==> src/rtl/lp_arbiter.sv <==
// Four-requester fixed-priority arbiter with hold limit.
// Revoked owners stay masked until they drop their request.
module lp_arbiter #(
  parameter int unsigned MAX_HOLD = 8
) (
  input  logic       clk,
  input  logic       rst,
  input  logic [3:0] req,
  output logic [3:0] gnt,
  output logic [1:0] gnt_id,
  output logic       gnt_valid,
  output logic       timeout
);

  typedef enum logic {
    IDLE,
    GRANT
  } state_t;

  localparam logic [7:0] HOLD_MAX = 8'(MAX_HOLD);

  state_t     state_q, state_d;
  logic [7:0] hold_q, hold_d;
  logic [3:0] mask_q, mask_d, mask_set;
  logic [3:0] elig, gnt_d;
  logic [1:0] win, id_d;
  logic       win_vld, valid_d, to_d;

  assign elig = req & ~mask_q;

  always_comb begin
    win     = 2'd0;
    win_vld = 1'b1;
    priority case (1'b1)
      elig[0]: win = 2'd0;
      elig[1]: win = 2'd1;
      elig[2]: win = 2'd2;
      elig[3]: win = 2'd3;
      default: win_vld = 1'b0;
    endcase
  end

  always_comb begin
    state_d  = state_q;
    hold_d   = hold_q;
    gnt_d    = gnt;
    id_d     = gnt_id;
    valid_d  = gnt_valid;
    to_d     = 1'b0;
    mask_set = 4'b0000;
    unique case (state_q)
      IDLE: begin
        if (win_vld) begin
          state_d = GRANT;
          gnt_d   = 4'b0001 << win;
          id_d    = win;
          valid_d = 1'b1;
          hold_d  = 8'd1;
        end else begin
          gnt_d   = 4'b0000;
          id_d    = 2'd0;
          valid_d = 1'b0;
        end
      end
      GRANT: begin
        if (!req[gnt_id]) begin
          state_d = IDLE;
          gnt_d   = 4'b0000;
          id_d    = 2'd0;
          valid_d = 1'b0;
        end else if (hold_q == HOLD_MAX) begin
          state_d          = IDLE;
          gnt_d            = 4'b0000;
          id_d             = 2'd0;
          valid_d          = 1'b0;
          to_d             = 1'b1;
          mask_set[gnt_id] = 1'b1;
        end else begin
          hold_d = hold_q + 8'd1;
        end
      end
      default: state_d = IDLE;
    endcase
  end

  // A dropped request clears its mask bit; a fresh revocation wins.
  assign mask_d = (mask_q & req) | mask_set;

  always_ff @(posedge clk) begin
    if (rst) begin
      state_q   <= IDLE;
      hold_q    <= 8'd0;
      mask_q    <= 4'b0000;
      gnt       <= 4'b0000;
      gnt_id    <= 2'd0;
      gnt_valid <= 1'b0;
      timeout   <= 1'b0;
    end else begin
      state_q   <= state_d;
      hold_q    <= hold_d;
      mask_q    <= mask_d;
      gnt       <= gnt_d;
      gnt_id    <= id_d;
      gnt_valid <= valid_d;
      timeout   <= to_d;
    end
  end

endmodule

==> config.mk <==
export PLATFORM = sky130hd
export DESIGN_NAME = lp_arbiter
export DESIGN_NICKNAME = d
export VERILOG_FILES = /design/src/rtl/lp_arbiter.sv
export SDC_FILE = /design/constraint.sdc
export NUM_CORES = 1
export LEC_CHECK = 0
export CAP_MARGIN = 10
export CORE_AREA = 10 10 63 55
export CTS_BUF_LIST = sky130_fd_sc_hd__clkbuf_16
export CTS_CLUSTER_SIZE = 14
export DETAILED_ROUTE_END_ITERATION = 8
export DIE_AREA = 0 0 73 65
export GPL_TIMING_DRIVEN = 0
export HOLD_SLACK_MARGIN = 0.12
export PLACE_DENSITY_LB_ADDON = 0.08
export REMOVE_ABC_BUFFERS = 1
export SLEW_MARGIN = 20
export SYNTH_ARGS = -nofsm -noshare
export SYNTH_HDL_FRONTEND = slang
export SYNTH_SLANG_ARGS = --single-unit
==> constraint.sdc <==
create_clock -name clk -period 4.7 [get_ports clk]
set_clock_uncertainty 0.05 [all_clocks]
set_input_delay 0.705 -clock clk [delete_from_list [all_inputs] [get_ports clk]]
set_output_delay 0.705 -clock clk [all_outputs]
set_load 0.02 [all_outputs]
==> summary.md <==
| Metric | Value |
|---|---|
| CP required | 4.80 ns |
| Worst min-delay path category | register to register |
| Reg2reg path depth | 5 |
| Antenna Nets Post-Route | 0 |
| Seq/Total Area, Yosys | 38.23% |
| MaxCap Viol Count | 0 |
| Crit share post-route | 51.12% |
| Filler cell count | 226 |
| N_diodes | 0 |
| DR DRC count | 0 |
| Setup repair bufs after CTS | 0 |
| Final cell count without fillers | 161 |
| Clock Sinks | 21 |
| Hold Path Depth | 2 |
| Min-Delay Startpoint | gnt_valid |
| Global-route wire length before repair | 4450 um |
| Max Root-Sink Buffers | 2 |
| Synthesized area | 1100 um^2 |
| Layout cells sized above 1 | 7.463% |
| Via/cell ratio | 6.174 |
| Post-CTS Hold Fix Bufs | 0 |
| Initial Util | 48.19% |
| Placer Congestion | 0.8245 |
| Reg-to-reg slack, setup | 2.92 ns |
| Vias in the first global route | 910 |
| Synth-to-layout area growth | 19.11% |
| Total wire length | 2595 um |
| Tot GR Track Use | 11.48% |
| F_max | 416.2 MHz |
| H-tree depth | 1 |
| Run status | completed |
| Async SR Flop Fraction | 0% |
| Crit path DAT | 2.50 ns |
| Latest clock arrival within the worst-skew pair | 0.25 ns |
| Critical path type | input port to register |
| IO Count | 14 |
| Mapped Cells | 123 |
| Die height | 65 um |
| Library cells used by synthesis | 41 |
| Initial DRC count | 71 |
| Cell Rows | 16 |
| Pin count of the biggest net entering global routing | 21 |
| CP endpoint kind | register |
| Die area | 4745 um^2 |
| Pre-antenna DRT Iters | 4 |
| Max-slew headroom | 49.88% |
| Count of final setup violators | 0 |
| Setup TNS | 0 ns |
| Pwr Density | 320.4 nW/um^2 |
| Post-synth EDFFs | 0 |
| Fin crit period | 2.403 ns |
| Nets | 143 |
| Worst r2r src | state_q |
| Worst flop-to-flop path endpoint | mask_q[2] |
| Global route total overflow | 0 |
| Final hold viol count | 0 |
| CP Launch Type | input port |
| Hold Path Sink | gnt_valid |
| Die W | 73 um |
| Clk slew on worst S/H paths | 0.06 ns |
| Ys flop type | dfxtp_1 |
| Max VDD drop | 0.3709 mV |
| CTS tree | done |
| Initial antenna violation count | 0 |
| Cts repair resizes | 0 |
| Via count | 994 |
| Syn_area_per_cell | 8.942 um^2 |
| Fin util | 57.40% |
| IO Port Bufs | 13 |
| YS warnings | 0 |
| Critical Path Fanout Max | 20 |
| Cells after DPL | 157 |
| Leak | 0.4474 nW |
| WL/cell | 16.12 um |
| CTS Buf Count | 3 |
| Unrepaired setup endpoints after global routing | no |
| Root Driver | clkbuf_16 |
| Worst-Margin Slew | 0.7495 ns |
| Core Footprint | 2282 um^2 |
| Slew Limit Fails | 0 |
| Synth Register Bits | 21 |
| DPL Wire Length | 1806 um |
[cells by family after synthesis]
group	after synthesis	synth area share, %
buffers and inverters	13	5.461
DFF	21	38.22
muxes	2	1.820
adders and majority gates	2	2.275
and+or+nand+nor	51	25.94
AOI/OAI and AO/OA	34	26.28
[sequential cells by signal, summed over array words and instances (netlist names)]
register	count
mask_q	4
timeout	1
hold_q	8
gnt_id	2
gnt_valid	1
gnt	4
state_q	1
[Yosys cell counts (3+ instances only)]
cell,number,area share (%)
buf_2,3,1.4
inv_1,7,2.4
a31oi_1,6,3.4
nand2b_1,3,1.7
nor2b_1,3,1.7
o211ai_1,5,3.4
nand2_1,8,2.7
nand3_1,9,4.1
a21oi_1,4,1.8
a32oi_1,3,2.4
nor2_1,8,2.7
nor3_1,3,1.4
and3_1,3,1.7
nor4_1,4,2.3
dfxtp_1,21,38
[per-layer routing]
layer / global-route usage, % / wire length [um] / up-vias
met1: 15.85 / 1273 / 472
met4: 2.133 / 8 / 0
li1: - / - / 496
met5: 0 / 0 / -
met2: 16.20 / 1143 / 24
met3: 4.718 / 169 / 2
[power breakdown]
| group | internal [mW] | leakage (nW) | switching [mW] |
|---|---|---|---|
| logic | 0.0205 | 0.236 | 0.0315 |
| clock network | 0.114 | 0.0409 | 0.0633 |
| registers | 0.183 | 0.171 | 0.00705 |
| total | 0.318 | 0.447 | 0.102 |
[worst max path at each step]
| stage | startpoint | end | slack (ns) | cells after the start |
|---|---|---|---|---|
| 3_3_place_gp | rst | mask_q[2] | 2.05 | 5 |
| 4_1_cts | rst | mask_q[2] | 2.32 | 5 |
| 6_report | rst | mask_q[2] | 2.30 | 5 |
| 5_1_grt | rst | mask_q[2] | 2.19 | 5 |
| 2_1_floorplan | req[2] | hold_q[3] | 2.91 | 4 |
| 3_5_place_dp | rst | mask_q[2] | 2.06 | 5 |
[cell usage in the layout, fill, tap and decap left out, drive strengths merged, types with 2 or more instances in the layout]
cell type and count:
a21oi 4, a31oi 6, a32oi 3, and3 3
clkbuf 3, clkdlybuf4s50 13, dfxtp 21, ha 2
inv 7, mux2i 2, nand2 8, nand2b 3
nand3 9, nand3b 2, nand4 2, nand4b 2
nor2 8, nor2b 4, nor3 3, nor4 4
o211ai 5, o21ai 3, o31ai 2
[per-stage QoR]
| stage | setup slack (ns) | hold slack [ns] | power, mW | area (um^2) |
|---|---|---|---|---|
| 2_1_floorplan | 2.912 | 0.4053 | 0.2235 | 1066 |
| 3_3_place_gp | 2.050 | 0.4069 | 0.2453 | 1230 |
| 3_5_place_dp | 2.060 | 0.4167 | 0.2457 | 1230 |
| 4_1_cts | 2.321 | 0.4297 | 0.4249 | 1310 |
| 5_1_grt | 2.191 | 0.4566 | 0.4354 | 1310 |
| 6_report | 2.298 | 0.4275 | 0.4197 | 1310 |
[area by class of cell]
class	instances	area [um^2]	share of cell area, %
tap	27	33.78	2.579
clock inverter	1	5.005	0.3820
clock buffer	3	75.07	5.731
timing repair buffer	13	130.1	9.933
multi-input combinational	89	619.3	47.28
inverter	7	26.28	2.006
sequential	21	420.4	32.09
[worst max-delay path: stages]
cell	delay, ns
clkdlybuf4s50_1	0.95
inv_1	0.33
nand3_1	0.21
inv_1	0.07
a31o_1	0.21
No activity file was read; power rests on OpenSTA's default activity.
